===== src/rtl/mem_access_ctrl.sv =====
// ---------------------------------------------------------------------------
// mem_access_ctrl
//
// Memory-stage access controller. Consumes the memory operation held in the
// execute/memory pipeline register, runs the data-bus request/response
// handshake, formats store lanes/strobes, extends load data and raises stallM
// to freeze the execute/memory register until the access has completed.
//
// Ports
//   clk, reset          clock, asynchronous active-high reset
//   op_*                held memory operation (valid, load/store, size,
//                       unsigned, effective address, right-aligned store data)
//   dreq_*              data-bus request (valid, addr, size, strobe, data)
//   dresp_*             data-bus response (addr accepted, data done, data)
//   stallM              hold the execute/memory register
//   mem_done            one-cycle completion pulse
//   load_data           extended load result, valid while mem_done=1
//   misalign            current operation is misaligned (combinational)
// ---------------------------------------------------------------------------
module mem_access_ctrl #(
    parameter int ADDR_W = 64,
    parameter int DATA_W = 64
) (
    input  logic                clk,
    input  logic                reset,
    input  logic                op_valid,
    input  logic                op_load,
    input  logic                op_store,
    input  logic [1:0]          op_size,
    input  logic                op_unsigned,
    input  logic [ADDR_W-1:0]   op_addr,
    input  logic [DATA_W-1:0]   op_wdata,
    output logic                dreq_valid,
    output logic [ADDR_W-1:0]   dreq_addr,
    output logic [1:0]          dreq_size,
    output logic [DATA_W/8-1:0] dreq_strobe,
    output logic [DATA_W-1:0]   dreq_data,
    input  logic                dresp_addr_ok,
    input  logic                dresp_data_ok,
    input  logic [DATA_W-1:0]   dresp_data,
    output logic                stallM,
    output logic                mem_done,
    output logic [DATA_W-1:0]   load_data,
    output logic                misalign
);

    localparam int STRB_W = DATA_W / 8;

    typedef enum logic [1:0] {
        IDLE = 2'd0,
        REQ  = 2'd1,
        WAIT = 2'd2,
        DONE = 2'd3
    } state_t;

    state_t              stateReg;
    state_t              stateNext;
    logic [DATA_W-1:0]   capturedReg;
    logic                captureEn;

    logic                memOp;
    logic                misaligned;
    logic                issueOk;
    logic [5:0]          laneShift;
    logic [3:0]          byteLo;
    logic [3:0]          byteCnt;
    logic [STRB_W-1:0]   strobeBits;
    logic [DATA_W-1:0]   loadWord;
    logic [DATA_W-1:0]   loadExt;

    logic                reqValidComb;
    logic                stallComb;
    logic                doneComb;

    // -----------------------------------------------------------------------
    // Operation decode and alignment
    // -----------------------------------------------------------------------
    assign memOp = op_valid & (op_load | op_store);

    always_comb begin
        misaligned = 1'b0;
        case (op_size)
            2'd0:    misaligned = 1'b0;
            2'd1:    misaligned = op_addr[0];
            2'd2:    misaligned = |op_addr[1:0];
            default: misaligned = |op_addr[2:0];
        endcase
    end

    assign misalign = memOp & misaligned;
    assign issueOk  = memOp & ~misaligned;

    // -----------------------------------------------------------------------
    // Lane formatting
    // -----------------------------------------------------------------------
    assign laneShift = {op_addr[2:0], 3'b000};
    assign byteLo    = {1'b0, op_addr[2:0]};
    assign byteCnt   = 4'(1 << op_size);

    // A byte lane is written when it falls in [offset, offset+bytes). Lanes
    // past the top of the word drop out, which is the 8-bit truncation of
    // the shifted mask.
    generate
        for (genvar gi = 0; gi < STRB_W; gi++) begin : gen_strobe
            assign strobeBits[gi] = op_store
                                  && (4'(gi) >= byteLo)
                                  && (4'(gi) <  (byteLo + byteCnt));
        end
    endgenerate

    assign dreq_addr   = op_addr;
    assign dreq_size   = op_size;
    assign dreq_strobe = memOp ? strobeBits : '0;
    assign dreq_data   = memOp ? (op_wdata << laneShift) : '0;

    // -----------------------------------------------------------------------
    // FSM state register and captured read word
    // -----------------------------------------------------------------------
    always_ff @(posedge clk or posedge reset) begin
        if (reset) begin
            stateReg    <= IDLE;
            capturedReg <= '0;
        end else begin
            stateReg <= stateNext;
            if (captureEn) begin
                capturedReg <= dresp_data;
            end
        end
    end

    // -----------------------------------------------------------------------
    // FSM next state and handshake outputs
    // -----------------------------------------------------------------------
    always_comb begin
        stateNext    = stateReg;
        reqValidComb = 1'b0;
        stallComb    = 1'b0;
        doneComb     = 1'b0;
        captureEn    = 1'b0;

        case (stateReg)
            IDLE: begin
                // The request goes out in the same cycle the op appears, so a
                // bus that answers immediately costs only one stall cycle.
                if (issueOk) begin
                    reqValidComb = 1'b1;
                    stallComb    = 1'b1;
                    if (dresp_addr_ok && dresp_data_ok) begin
                        captureEn = 1'b1;
                        stateNext = DONE;
                    end else if (dresp_addr_ok) begin
                        stateNext = WAIT;
                    end else begin
                        stateNext = REQ;
                    end
                end
            end

            REQ: begin
                reqValidComb = 1'b1;
                stallComb    = 1'b1;
                if (dresp_addr_ok && dresp_data_ok) begin
                    captureEn = 1'b1;
                    stateNext = DONE;
                end else if (dresp_addr_ok) begin
                    stateNext = WAIT;
                end
            end

            WAIT: begin
                stallComb = 1'b1;
                if (dresp_data_ok) begin
                    captureEn = 1'b1;
                    stateNext = DONE;
                end
            end

            default: begin
                // DONE: stall released so the pipeline register advances on
                // this edge; the forced return to IDLE is the one-cycle bubble.
                doneComb  = 1'b1;
                stateNext = IDLE;
            end
        endcase
    end

    // While reset is held the controller is silent even if a memory op is
    // still presented, otherwise IDLE would re-issue it during reset.
    assign dreq_valid = reqValidComb & ~reset;
    assign stallM     = stallComb & ~reset;
    assign mem_done   = doneComb & ~reset;

    // -----------------------------------------------------------------------
    // Load extraction: op inputs are still held during DONE
    // -----------------------------------------------------------------------
    assign loadWord = capturedReg >> laneShift;

    always_comb begin
        loadExt = '0;
        case (op_size)
            2'd0: loadExt = op_unsigned ? {56'd0, loadWord[7:0]}
                                        : {{56{loadWord[7]}}, loadWord[7:0]};
            2'd1: loadExt = op_unsigned ? {48'd0, loadWord[15:0]}
                                        : {{48{loadWord[15]}}, loadWord[15:0]};
            2'd2: loadExt = op_unsigned ? {32'd0, loadWord[31:0]}
                                        : {{32{loadWord[31]}}, loadWord[31:0]};
            default: loadExt = loadWord;
        endcase
    end

    assign load_data = (doneComb && op_load && !reset) ? loadExt : '0;

endmodule


===== config.mk =====
export PLATFORM = sky130hd
export DESIGN_NAME = mem_access_ctrl
export DESIGN_NICKNAME = d
export VERILOG_FILES = /design/src/rtl/mem_access_ctrl.sv
export SDC_FILE = /design/constraint.sdc
export NUM_CORES = 1
export LEC_CHECK = 0
export ABC_AREA = 1
export BUFFER_PORTS_ARGS = -buffer_cell sky130_fd_sc_hd__buf_2
export CORE_AREA = 2 2 157 159
export CTS_CLUSTER_DIAMETER = 200
export DETAILED_ROUTE_END_ITERATION = 6
export DIE_AREA = 0 0 159 161
export PLACE_DENSITY = 0.6
export SLEW_MARGIN = 10
export SYNTH_ARGS = -nofsm -noshare
export SYNTH_HDL_FRONTEND = slang
export SYNTH_SLANG_ARGS = --single-unit

===== constraint.sdc =====
create_clock -name clk -period 3.8 [get_ports clk]
set_clock_uncertainty 0.2 [all_clocks]
set_input_delay 0.19 -clock clk [delete_from_list [all_inputs] [get_ports clk]]
set_output_delay 0.19 -clock clk [all_outputs]
set_load 0.005 [all_outputs]

# Word level (Yosys, flattened, before mapping)
# Cells that the tools add are included.
# totals
ram_bits	0
output_inout_bits	206
memories	0
romBits	0
reg_bits	66
input_bits	202
latchBits	0
# classes
bitwise	9
n_eq_ne	7
n_div	0
n_reduce_logical	27
add_sub_neg	1
muxes	23
magnitude_cmp	16
n_shift	3
multipliers	0
# ops
op	n
two-way mux 64 bit	5
one-hot mux 64 bit (3 select lines)	1
left shift 64 x 6 -> 64 bit	1
>> shifter 64 x 6 -> 64 bit	1
logical AND 1 bit	19
less-than comparator 3 x 4 -> 1 bit, first input constant	4
greater-or-equal comparator 3 bit, first input constant	4
two-way mux 2 bit	6
less-than comparator 1 x 4 -> 1 bit, first input constant	2
less-than comparator 2 x 4 -> 1 bit, first input constant	2
two-way mux 8 bit	1
AND 1 bit	6
greater-or-equal comparator 1 x 3 -> 1 bit, first input constant	2
greater-or-equal comparator 2 x 3 -> 1 bit, first input constant	2
one-hot mux 1 bit (3 select lines)	2
one-hot mux 2 bit (3 select lines)	1
OR reduction 3 bit	2
two-way mux 1 bit	5
adder 3 x 4 -> 4 bit	1
== test 2 x 1 -> 1 bit, second input constant	2
== test 2 bit, second input constant	2
zero test 2 bit	2
!= test 2 bit, second input constant	2
one-hot mux 1 bit (2 select lines)	2
other kinds (7)	9

# Depth between registers and ports, before layout
# Gate-level depths: netlist (run 1).
# logic_depth
ltp_word	7
ltp_mapped	15
ltp_nobuf	14

# Least setup slack after synthesis (run 1)
# OpenSTA, ideal clock, no wires.
# synth_path
path_type	register to output
start	register stateReg[0]
end	output load_data[21]
path_stages_with_launch	9
t_required_ns	3.410
arrival_ns	1.381
path_buffers	1
setup_slack_ns	2.029
path_cell_list	dfrtp_1 ha_1 inv_1 nor2_1 nand2_1 clkinv_1 clkbuf_1 nand2_1 inv_1
# synth_via
elab_chain_cells	6
word_cells_on_any_way	8
cone_classes	2 x eq/ne; 2 x mux; 4 x reduce/logical
# synth_rtl
element	line_no	text
start, declared	56	state_t stateReg;
start signal, assigned	124	stateReg <= stateNext;
== test 2 bit, or another cell as far along	141	case (stateReg)
OR reduction 3 bit (no source line) (*)	--	
two-way mux 1 bit (*)	141	
logical AND 1 bit (*) (2 in a row)	211	assign load_data = (doneComb && op_load && !reset) ? loadExt : '0;
two-way mux 64 bit (*)	211	
end, declared	43	output logic [DATA_W-1:0] load_data,
# Every way passes the cells marked *; elsewhere a longest branch is shown, timed or not.

# Final worst setup path (run 1)
# layout_path
start	input op_addr[2]
end	output load_data[8]
# layout_via
elab_chain_cells	4
word_cells_on_any_way	6
cone_classes	1 x shift; 5 x mux
# layout_rtl
element	line_no	text
start, declared	31	input logic [ADDR_W-1:0] op_addr,
>> shifter 64 x 6 -> 64 bit (*)	196	assign loadWord = capturedReg >> laneShift;
two-way mux 64 bit, on equally long branches	205, 201, 203	
one-hot mux 64 bit (3 select lines) (*)	200	case (op_size)
two-way mux 64 bit (*)	211	
# Marks and branches as above.

==> summary by stage, run 1 <==
Status
The flow ran to the end, and the final reports show no timing, DRC or antenna violations.

Finish
Compared with the post-synthesis result, the final layout area differs by 24.11%. At the end of the flow the core is filled with cells to 0.4129. In the final layout, the share of cells above drive strength 1 is 0.2581. After filler insertion, the fill cell instance count of the layout stands at 2661. In the final design database the tool counted 1785 nets. The final design instance area without fill is 9893 um2.

Floorplanning
In this run the count of I/O pins placed on the die edge is 408. The row count is 57. The area inside the core boundary is 23960 um2. The starting density of the core is 0.3327.

The die boundary height is 161 um. The width of the die is 159 um. The area of the die is 25600 um2.

Worst hold path
The startpoint identified for the worst hold timing path is dresp_addr_ok. The count of cells along the worst hold path is 5. The worst hold path terminates at stateReg[1]. The tightest min-delay check is of the input port to register type.

Synth
The average instance in the mapped netlist occupies 5.887 um2. The register bit count reported by yosys is 66. The number of enable flip-flop cells after synthesis is 0. The fraction of registers with async set or reset after synthesis is 1.000. After synthesis the cells add up to 7971 um2. The most used flip-flop cell after synthesis is sky130_fd_sc_hd__dfrtp_1. The post-synthesis cell type with the largest combined area is sky130_fd_sc_hd__nand2_1. Ranked by total cell area, the synthesized netlist is headed by sky130_fd_sc_hd__nand2_1, sky130_fd_sc_hd__dfrtp_1, sky130_fd_sc_hd__buf_4.

The total nets after synthesis is 1563. The number of synthesis warnings is 0. The post-synthesis cell type count is 39. Of the post-synthesis cell area, the dominant cell type holds 0.2274.

Of the synthesized area, sequential elements account for 0.2072. After technology mapping, the gate count stands at 1354.

Routing
The final layout contains routed wiring with a total length of 37.05 mm. The detail route stage leaves a number of antenna-violating nets equal to 0. The detailed-route vias per instance is 5.056.

For this run, design rule violations remaining after detail routing come to 0. For this block, the initial DRC count from the detailed router was 872. The first detailed-routing pass took 5 iterations. The average wire per standard cell is 19.43 um. The detailed router placed 9641 vias in this run.

Timing
The post-layout minimum cycle time is 2878 ps. The number of failing hold endpoints at the final stage came to 0. The max-slew violation count is 0. In this run the tightest slew margin relative to its limit is 0.3579. Based on the critical path, the design can be clocked at up to 347.5 MHz. The final critical-path share of the clock period is 0.7573. Setup repair after global routing left no endpoint under its margin. The final-layout setup total negative slack is 0 ps. The slew at the pin with the worst max-slew slack is 961.8 ps. The final number of setup-violating endpoints is 0. The final worst hold slack is 50.70 ps.

Clock network
The clock passes through at most 2 buffers. For this design, the sink count on the clock tree is 66. The clock slew seen by the registers of the worst setup and hold paths is 50 ps. The clock latency on the worst-skew pair is 330 ps. Buffers inserted during clock tree synthesis total 9.

The root buffer selected by CTS is sky130_fd_sc_hd__clkbuf_16. Buffers added to address setup during post-CTS repair amount to 0. TritonCTS built the clock tree. The H-tree generated during clock tree synthesis spans 3 levels.

Setup path
The critical path in this run is classified as input port to primary output. Along the worst path, the maximum fanout reaches 35. The reg-to-reg critical path startpoint is stateReg[0].

For the worst flop-to-flop path, the logic depth is 7. The required time reported for the critical path endpoint is 3410 ps. The critical path launch point type is an input port.

Data on the critical path arrives at its endpoint at 2490 ps. The internal reg-to-reg setup slack is 1410 ps. The capture instance of the worst register-to-register path is capturedReg[27]. The type of element capturing the critical path is a primary output.

Global route
The first-pass GRT wire length is 54.86 mm. Entering global routing, the biggest net connects 156 pins. The global-route congestion overflow total is 0. The number of global-route vias before repair is 9276.

In the global route stage, overall resource usage came out at 0.2793. The number of antenna violations at the first check in global routing was 3.

Placed design
The congestion estimate from routability-driven global placement came to 0.9464. Summed over all nets, the half-perimeter wirelength after detailed placement is 28.93 mm. The count of port buffers added during placement is 285.

The area after detailed placement is 8916 um2.

Power and ir drop
The static leakage is 0.005763 uW. The total power per unit cell area is 437.3 nW/um2. IR analysis of the VDD net gives a maximum drop of 0.3242 mV. The combinational group share of total power is 0.472.

The overall power consumption is 4326 uW. The share of total power dissipated in the clock network is 0.209. The share of total power dissipated in sequential elements is 0.319. Of the total power, the share spent switching nets is 0.4634. The switching power is 2005 uW.

The internal portion of total power is 2321 uW.

Flow run
The tool flagged a number of max-cap violations equal to 0.
==> layer usage <==
metal,global-route usage,share of wire,up-vias,wire length [um]
met5,0,0.00032,-,12
met4,0.09876,0.033,2,1217
met3,0.06061,0.084,75,3130
met2,0.4802,0.48,477,17890
met1,0.3463,0.40,4402,14800
li1,-,-,4685,-
==> cell usage after synthesis (24+ instances only) <==
cell,count
sky130_fd_sc_hd__o21ai_0,107
sky130_fd_sc_hd__buf_4,72
sky130_fd_sc_hd__o211ai_1,24
sky130_fd_sc_hd__nor2_2,31
sky130_fd_sc_hd__nor2_1,70
sky130_fd_sc_hd__dfrtp_1,66
sky130_fd_sc_hd__a21oi_1,42
sky130_fd_sc_hd__clkbuf_1,24
sky130_fd_sc_hd__inv_1,131
sky130_fd_sc_hd__nand3_1,93
sky130_fd_sc_hd__nand2_1,483
sky130_fd_sc_hd__buf_2,39
==> cell usage in the layout (no fill, tap or decap), types with 17 or more instances in the layout <==
cell and count:
sky130_fd_sc_hd__o211ai_1 24, sky130_fd_sc_hd__buf_4 17, sky130_fd_sc_hd__o22ai_1 18, sky130_fd_sc_hd__inv_1 129, sky130_fd_sc_hd__a21oi_1 42, sky130_fd_sc_hd__dlygate4sd3_1 65, sky130_fd_sc_hd__or2_2 17, sky130_fd_sc_hd__nor2_2 31
sky130_fd_sc_hd__dfrtp_1 66, sky130_fd_sc_hd__nand3_1 93, sky130_fd_sc_hd__nor2_1 70, sky130_fd_sc_hd__o21ai_0 107, sky130_fd_sc_hd__nand2_1 483, sky130_fd_sc_hd__buf_2 284
==> worst max-delay path, stage by stage <==
cell and delay [ps]:
sky130_fd_sc_hd__buf_2 300, sky130_fd_sc_hd__nor2_4 250, sky130_fd_sc_hd__buf_4 420, sky130_fd_sc_hd__inv_2 110, sky130_fd_sc_hd__buf_4 270, sky130_fd_sc_hd__a21oi_1 140
sky130_fd_sc_hd__o21ai_0 170, sky130_fd_sc_hd__nand3_1 150, sky130_fd_sc_hd__nand2_1 60, sky130_fd_sc_hd__a21oi_1 230, sky130_fd_sc_hd__buf_2 160
==> sequential cells by signal, summed over array words and instances, names as in the netlist <==
signal       cells
capturedReg     64
stateReg         2
==> cell families after synthesis <==
kind of cell,Yosys count,synth area share
simple gates,740,0.4026
buf+inv,300,0.1997
compound gates,230,0.1658
flops,66,0.2072
mux,11,0.01381
fa+ha+maj,7,0.01099
==> power by group through the flow <==
stage          sequential (uW)  clock (uW)  combinational (uW)
3_3_place_gp              1390           0                1940
2_1_floorplan             1230           0                1550
3_5_place_dp              1380           0                1980
4_1_cts                   1370         917                2040
6_report                  1380         902                2040
5_1_grt                   1420         945                2300
==> worst max path at each step <==
stage          cells past startpoint              to       start  slack [ps]
6_report                          11    load_data[8]  op_addr[2]         920
5_1_grt                           13  dreq_strobe[5]  op_addr[2]         700
4_1_cts                           13  dreq_strobe[6]  op_addr[2]         960
3_5_place_dp                      13  dreq_strobe[6]  op_addr[2]         970
3_3_place_gp                      11    load_data[8]  op_addr[2]         960
2_1_floorplan                      1  capturedReg[0]       reset        1760
==> area by class of cell <==
cell class / instances / area, um2 / share of cell area
antenna: 2 / 5.005 / 0.0005059
clock buffer: 12 / 246.5 / 0.02491
clock inverter: 4 / 75.07 / 0.007588
inverter: 143 / 541.8 / 0.05476
multi-input combinational: 988 / 4728 / 0.4779
sequential: 66 / 1652 / 0.1669
tap: 324 / 405.4 / 0.04098
timing repair buffer: 368 / 2240 / 0.2264
==> stage by stage <==
stage | cells | worst slack [ps]
finish | 1907 | 922.3
global route | 1907 | 704.1
CTS | 1905 | 962.5
detailed placement | 1824 | 967.5
global placement | 1824 | 959.9
floorplan | 1354 | 1755
==> timing repair <==
action,4_1_cts,5_1_grt
hold endpoints to repair,108,0
hold buffers,65,0
gates resized for setup,0,0
No activity file was read; power rests on OpenSTA's default activity.
==> run 2: changes to the inputs <==
- ABC_AREA: 1 -> 0
- CORE_AREA: 2 2 157 159 -> 2 2 160 162
- DIE_AREA: 0 0 159 161 -> 0 0 162 164
- clock period: 3.8 -> 2.4 ns (I/O delays scaled with it)
==> summary by stage, run 2 <==
Finish
The commonest non-fill, non-tap cell in the layout is sky130_fd_sc_hd__buf_2 (was sky130_fd_sc_hd__nand2_1). The area taken by flip-flops and latches came to 1652 um2 (unchanged). Largest registers in the final layout: capturedReg: 64 flops, stateReg: 2 flops (unchanged). The final net count is 1403 (was 1785). The largest register by flop count is capturedReg (unchanged). The count of filler cells inserted in the layout is 2522 (was 2661).

The area growth from synthesis to layout is 39.64% (was 24.11%). The final design instance area without fill was 10910 um2 (was 9893 um2). The filler-free cell count of the finished design is 1532 (was 1907). The area of the multi-input gates is 5662 um2 (was 4728 um2). The share of layout cells above drive strength 1 is 0.4512 (was 0.2581). The flip-flop count of the largest register, all copies and words added is 64 (unchanged). Commonest cells after routing, fill and taps aside: sky130_fd_sc_hd__buf_2, sky130_fd_sc_hd__nor2_1, sky130_fd_sc_hd__a21oi_1 (was sky130_fd_sc_hd__nand2_1, sky130_fd_sc_hd__buf_2, sky130_fd_sc_hd__inv_1).

Floorplanning
The width of the die was 162 um (was 159 um). The boundary pin count is 408 (unchanged). The area of the die is 26570 um2 (was 25600 um2). The row count is 58 (was 57). The die boundary height is 164 um (was 161 um). The starting density of the core is 0.3147 (was 0.3327). The area inside the core boundary is 24820 um2 (was 23960 um2).

Clock network
The TritonCTS buffer count is 9 (unchanged). The maximum number of buffers from clock root to sink is 2 (unchanged). The clock slew seen by the registers of the worst setup and hold paths came to 60 ps (was 50 ps). The sink count of the clock tree is 66 (unchanged). The clock latency on the worst-skew pair is 330 ps (about the same). The root buffer selected by CTS is sky130_fd_sc_hd__clkbuf_16 (unchanged). The maximum level of the CTS H-tree is 3 (unchanged). The clock tree from TritonCTS is yes (unchanged).

Global route
The number of global-route vias before repair is 8098 (was 9276). The pin count of the biggest net entering global routing is 67 (was 156). The number of antenna violations at the first check in global routing came to 3 (unchanged). The first-pass GRT wire length is 48.32 mm (was 54.86 mm).

The global-route congestion overflow total was 0 (unchanged). The aggregate global-route resource usage came to 0.2371 (was 0.2793).

Routing
The remaining antenna violation count after routing was 0 (unchanged). The via count is 8314 (was 9641). The detailed-route vias per instance is 5.427 (was 5.056). The number of DRC violations after detailed routing is 0 (unchanged). The count of TritonRoute iterations in the first routing pass is 5 (unchanged). The average wire per standard cell was 21.20 um (was 19.43 um). The post-detailed-routing wire length came to 32.48 mm (was 37.05 mm).

The DRC violation total after the first TritonRoute iteration is 721 (was 872).

Power and ir drop
The worst voltage drop across the vdd grid is 0.4847 mV (was 0.3242 mV). The total power per unit cell area is 750.2 nW/um2 (was 437.3 nW/um2). The static leakage was 0.005239 uW (was 0.005763 uW).

Synth
The fraction of registers with async set or reset after synthesis was 1.000 (unchanged). The part of the Yosys area used for sequential elements was 0.2114 (was 0.2072). The number of enable flip-flop cells after synthesis is 0 (unchanged).

The primary flip-flop cell chosen by synthesis mapping is sky130_fd_sc_hd__dfrtp_1 (unchanged). The number of synthesis warnings was 0 (unchanged). The post-synthesis instance area was 7811 um2 (was 7971 um2). The number of cells produced by synthesis came to 904 (was 1354). Commonest cells post-synth: sky130_fd_sc_hd__nor2_1, sky130_fd_sc_hd__a21oi_1, sky130_fd_sc_hd__mux2i_1, sky130_fd_sc_hd__mux2_2, sky130_fd_sc_hd__buf_4 (was sky130_fd_sc_hd__nand2_1, sky130_fd_sc_hd__inv_1, sky130_fd_sc_hd__o21ai_0, sky130_fd_sc_hd__nand3_1, sky130_fd_sc_hd__buf_4). The post-synthesis cell type with the largest combined area is sky130_fd_sc_hd__dfrtp_1 (was sky130_fd_sc_hd__nand2_1). The register bit count reported by yosys was 66 (unchanged). The cell with the most instances after synthesis is sky130_fd_sc_hd__nor2_1 (was sky130_fd_sc_hd__nand2_1). The average size of a mapped cell is 8.641 um2 (was 5.887 um2). Biggest area contributors in the synthesized netlist: sky130_fd_sc_hd__dfrtp_1, sky130_fd_sc_hd__mux2_2, sky130_fd_sc_hd__mux2i_1 (was sky130_fd_sc_hd__nand2_1, sky130_fd_sc_hd__dfrtp_1, sky130_fd_sc_hd__buf_4). The post-synthesis cell type count was 52 (was 39).

The area share of the largest cell type after synthesis is 0.2114 (was 0.2274). The total nets after synthesis is 1113 (was 1563).

Timing
The number of failing hold endpoints at the final stage is 0 (unchanged). The achievable frequency is 379.7 MHz. Dividing the final minimum period by the clock period gives 1.097. After layout, the minimum clock period comes to 2634 ps. The final worst hold slack came to 24.42 ps (was 50.70 ps). The max-slew violation count is 0 (unchanged). The relative slew slack is 0.6745 (was 0.3579). The final worst-path setup slack was -233.5 ps (was 922.3 ps). The final number of setup-violating endpoints is 48 (was 0).

The slew at the pin with the worst max-slew slack came to 488.2 ps (was 961.8 ps). Setup repair after global routing missed its margin: yes (was no). The final-layout setup total negative slack was -8601 ps (was 0 ps).

Placed design
The post-DP HPWL came to 24.58 mm (was 28.93 mm). The weighted congestion at the end of routability-driven global placement is 0.9035 (was 0.9464). The pre-CTS worst setup slack is -53.24 ps (was 967.5 ps). The area after detailed placement is 9671 um2 (was 8916 um2). The cell count after placement is 1436 (was 1824).

The count of port buffers added during placement is 285 (unchanged).

Setup path
The type of element capturing the critical path was a primary output (unchanged). The signal arrival time at the worst endpoint is 2310 ps (was 2490 ps). The required time reported for the critical path endpoint is 2080 ps (was 3410 ps). The kind of critical path is register to primary output (was input port to primary output). The largest fanout on the critical path is 16 (was 35). The critical path launch point type was a register (was input port).

Worst hold path
The class of the tightest hold or removal check is input port to register (unchanged).

Status
Outcome: finished with violations (was complete, no violations). The checks that failed: setup timing.

Flow run
The number of max-cap violations is 0 (unchanged).
==> run 2: cell types whose count changed in the layout (fill, tap and decap cells not counted), moves of 60 or more <==
cell / delta
sky130_fd_sc_hd__inv_1: -123
sky130_fd_sc_hd__mux2_4: +60
sky130_fd_sc_hd__mux2i_1: +77
sky130_fd_sc_hd__nand2_1: -437
sky130_fd_sc_hd__nand3_1: -87
sky130_fd_sc_hd__o21ai_0: -83
==> run 2: kinds of logic (layout without fill, tap and decap cells) <==
logic type,after synthesis,after routing,synth area share
compound gates,221,221,0.1746
xor+xnor,2,2,0.002243
fa+ha+maj,7,7,0.01121
buf+inv,160,455,0.1182
flops,66,66,0.2114
mux,212,212,0.3434
other cells,0,3,0
simple gates,236,236,0.1389
==> run 2: final cells by class <==
| class | instances | share of cell area |
|---|---|---|
| clock buffer | 9 | 0.02065 |
| sequential | 66 | 0.1514 |
| multi-input combinational | 678 | 0.5190 |
| timing repair buffer | 426 | 0.2589 |
| clock inverter | 7 | 0.006997 |
| inverter | 13 | 0.004473 |
| tap | 330 | 0.03785 |
| antenna | 3 | 0.0006882 |
==> run 2: stage by stage <==
step             util  total power (uW)
4_1_cts        0.4351              8077
3_3_place_gp   0.3896              6428
5_1_grt        0.4395              8678
6_report       0.4395              8183
2_1_floorplan       -              5294
3_5_place_dp   0.3896              6510
==> run 2: repair_timing <==
| action | 4_1_cts | 5_1_grt |
|---|---|---|
| hold buffers | 65 | 0 |
| setup endpoints to repair | 97 | 117 |
| pin swaps | 3 | 6 |
| gates cloned | 1 | 1 |
| gates resized for setup | 22 | 15 |
| setup buffers | 6 | 5 |
| hold endpoints to repair | 130 | 0 |
==> run 2: critical path, stage by stage (launching register included) <==
cell and delay (ps):
sky130_fd_sc_hd__dfrtp_1 400, sky130_fd_sc_hd__buf_4 140, sky130_fd_sc_hd__mux2_2 150, sky130_fd_sc_hd__a22oi_2 90
sky130_fd_sc_hd__a221o_1 350, sky130_fd_sc_hd__o21a_2 260, sky130_fd_sc_hd__buf_12 160, sky130_fd_sc_hd__a21oi_1 250
sky130_fd_sc_hd__buf_2 180
==> run 2: path summary, 6_finish.rpt <==
kind | slack, ps | cells after the start | startpoint | endpoint
setup / recovery | -230 | 8 | capturedReg[63] | load_data[36]
hold / removal | 20 | 4 | dresp_addr_ok | stateReg[0]
setup reg to reg | 100 | 10 | stateReg[1] | capturedReg[59]
hold reg to reg | 320 | 1 | capturedReg[2] | capturedReg[2]
max in group asynchronous | 1430 | 4 | reset | capturedReg[38]
min in group asynchronous | 260 | 4 | reset | capturedReg[7]
==> run 2: power by group <==
group          internal, uW  switching, uW
clock                   811            546
combinational          2640           1750
sequential             1700            742
==> run 2: metal layers <==
metal	wire [um]	GRT usage	up-vias
li1	-	-	3821
met1	12130	0.2779	4024
met2	17150	0.4371	400
met3	2204	0.03359	69
met4	1004	0.09091	0
met5	0	0	-
==> run 3: changes to the inputs <==
- CTS_BUF_LIST: not set -> sky130_fd_sc_hd__clkbuf_8
==> summary by stage, run 3 (synthesized netlist as in run 2, its figures left out) <==
Setup path
The signal arrival time at the worst endpoint is 2330 ps (was 2310 ps). The critical path launch point type is a register (unchanged). The kind of critical path was register to primary output (unchanged).

The required time reported for the critical path endpoint is 2080 ps (about the same). The delay of the slowest critical-path stage is 370 ps (was 400 ps). Chain of cells forming the critical path: buf_4 > ha_1 > nand3b_1 > or3_1 > o21a_2 > buf_12 > a21oi_1 > buf_2 (was buf_4 > mux2_2 > a22oi_2 > a221o_1 > o21a_2 > buf_12 > a21oi_1 > buf_2). The type of element capturing the critical path is a primary output (unchanged). The internal reg-to-reg setup slack is -220 ps (was 100 ps).

The capture instance of the worst register-to-register path is capturedReg[32] (was capturedReg[59]). The largest fanout on the critical path is 16 (unchanged). The critical path's slowest cell is sky130_fd_sc_hd__dfrtp_1 (unchanged). The reg-to-reg critical path startpoint is stateReg[1] (unchanged). The worst reg2reg path depth is 11 (was 10). The cell family contributing the most delay on the critical path is compound AO/OA/AOI/OAI gates (unchanged). The number of buffer and inverter stages on the critical path is 3 (unchanged).

Placed design
The post-DP HPWL came to 24.58 mm (unchanged). The count of port buffers added during placement is 285 (unchanged). The weighted congestion at the end of routability-driven global placement is 0.9035 (unchanged). The pre-CTS worst setup slack came to -53.24 ps (unchanged).

Global route
The first-pass GRT wire length is 48.14 mm (was 48.32 mm). The pin count of the biggest net entering global routing is 67 (unchanged). The number of antenna violations at the first check in global routing is 2 (was 3). The aggregate global-route resource usage is 0.2361 (was 0.2371). The number of global-route vias before repair is 8092 (was 8098). The global-route congestion overflow total is 0 (unchanged).

Routing
The via count is 8346 (was 8314). The number of DRC violations after detailed routing is 0 (unchanged). The detailed-route vias per instance came to 5.416 (was 5.427). The remaining antenna violation count after routing is 0 (unchanged).

The average wire per standard cell is 21.29 um (was 21.20 um). The DRC violation total after the first TritonRoute iteration came to 744 (was 721). The count of TritonRoute iterations in the first routing pass was 7 (was 5). The post-detailed-routing wire length is 32.81 mm (was 32.48 mm).

Timing
The relative slew slack is 0.6804 (was 0.6745). The final number of setup-violating endpoints is 113 (was 48). The post-layout minimum cycle time is 2646 ps (was 2634 ps). The final-layout setup total negative slack is -18380 ps (was -8601 ps).

The slew at the pin with the worst max-slew slack was 478.3 ps (was 488.2 ps). Setup repair after global routing missed its margin: yes (unchanged). The number of failing hold endpoints at the final stage is 0 (unchanged). The final critical-path share of the clock period is 1.102 (was 1.097). The final worst-path setup slack is -245.7 ps (was -233.5 ps). The achievable frequency is 378.0 MHz (was 379.7 MHz). The max-slew violation count is 0 (unchanged).

Worst hold path
The count of cells along the worst hold path is 0 (was 4). The class of the tightest hold or removal check is input port to primary output (was input port to register). The worst min-delay path startpoint is op_addr[29] (was dresp_addr_ok).

The worst hold endpoint is dreq_addr[29] (was stateReg[0]).

Finish
The largest register by flop count is capturedReg (unchanged). The share of layout cells above drive strength 1 was 0.4516 (was 0.4512). Largest registers in the final layout: capturedReg: 64 flops, stateReg: 2 flops (unchanged). The area taken by flip-flops and latches is 1652 um2 (unchanged). The count of filler cells inserted in the layout was 2505 (was 2522). Commonest cells after routing, fill and taps aside: sky130_fd_sc_hd__buf_2, sky130_fd_sc_hd__nor2_1, sky130_fd_sc_hd__a21oi_1 (unchanged). The area growth from synthesis to layout is 40.57% (was 39.64%). The final net count is 1413 (was 1403). The commonest non-fill, non-tap cell in the layout is sky130_fd_sc_hd__buf_2 (unchanged). The area of the multi-input gates is 5654 um2 (was 5662 um2). The flip-flop count of the largest register, all copies and words added is 64 (unchanged).

Floorplanning
The area inside the core boundary came to 24820 um2 (unchanged). The width of the die was 162 um (unchanged). The starting density of the core is 0.3147 (unchanged).

The die boundary height is 164 um (unchanged). The area of the die came to 26570 um2 (unchanged). The row count is 58 (unchanged). The boundary pin count was 408 (unchanged).

Power and ir drop
The static leakage is 0.005288 uW (was 0.005239 uW). The worst voltage drop across the vdd grid is 0.4120 mV (was 0.4847 mV). The total power per unit cell area is 734.8 nW/um2 (was 750.2 nW/um2).

The overall power consumption was 8069 uW (was 8183 uW).

Clock network
The sink count of the clock tree came to 66 (unchanged). The clock latency on the worst-skew pair is 360 ps (was 330 ps). The clock slew seen by the registers of the worst setup and hold paths came to 70 ps (was 60 ps). The root buffer selected by CTS is sky130_fd_sc_hd__clkbuf_8 (was sky130_fd_sc_hd__clkbuf_16). The clock tree from TritonCTS is yes (unchanged).

The TritonCTS buffer count was 9 (unchanged). The maximum level of the CTS H-tree is 3 (unchanged). The maximum number of buffers from clock root to sink is 2 (unchanged).

Status
Violated checks: setup timing (unchanged). Outcome: finished with violations (unchanged).

Flow run
The number of max-cap violations is 0 (unchanged).
## run 3: changes by cell type in the layout (fill, tap and decap cells not counted), sizes merged
cell	before	now
diode	3	2
clkbuf	11	13
dlygate4sd3	65	66
buf	359	366
## run 3: how the worst max path moves through the flow
| stage | end | slack [ps] | cells after the start | start |
|---|---|---|---|---|
| 2_1_floorplan | dreq_strobe[4] | -110 | 10 | op_addr[1] |
| 3_3_place_gp | capturedReg[58] | -20 | 9 | op_size[1] |
| 3_5_place_dp | capturedReg[59] | -50 | 9 | op_size[1] |
| 4_1_cts | load_data[49] | -220 | 8 | capturedReg[63] |
| 5_1_grt | load_data[36] | -300 | 7 | capturedReg[63] |
| 6_report | load_data[36] | -250 | 8 | stateReg[1] |
## run 3: repair_timing
item,in CTS,in global routing
endpoints found under the setup margin,97,122
hold buffers,66,0
pin swaps,4,9
resized for setup,17,36
endpoints found under the hold margin,132,0
gates cloned,1,3
setup buffers,7,12
## run 3: area by class of cell
cell class,instances,area share
Multi-Input combinational cell,678,0.5149
Timing Repair Buffer,436,0.2737
Sequential cell,66,0.1504
Tap cell,330,0.03760
Clock buffer,9,0.01128
Clock inverter,7,0.006951
Inverter,13,0.004672
Antenna cell,2,0.0004558
## run 3: metal layers
layer / GRT usage / wire (um) / vias up / share of wire
met5: 0 / 0 / - / 0
met4: 0.09574 / 1030 / 0 / 0.031
met3: 0.02449 / 2127 / 71 / 0.065
met2: 0.4331 / 17180 / 397 / 0.52
met1: 0.2823 / 12470 / 4033 / 0.38
li1: - / - / 3845 / -
## run 3: stage by stage
step | hold slack [ps] | cell area (um2) | utilization | instances
floorplan | 68.04 | 8080 | - | 904
global placement | 40.03 | 9671 | 0.3896 | 1436
detailed placement | 40.03 | 9671 | 0.3896 | 1436
CTS | 40.03 | 10700 | 0.4310 | 1526
global route | 40.01 | 10980 | 0.4424 | 1541
finish | 40.00 | 10980 | 0.4424 | 1541
## run 3: report_power, final
group	leakage (uW)	internal, uW	switching, uW
Combinational	0.00441	2830	1810
Sequential	0.000781	1690	737
Clock	0.0000962	486	511
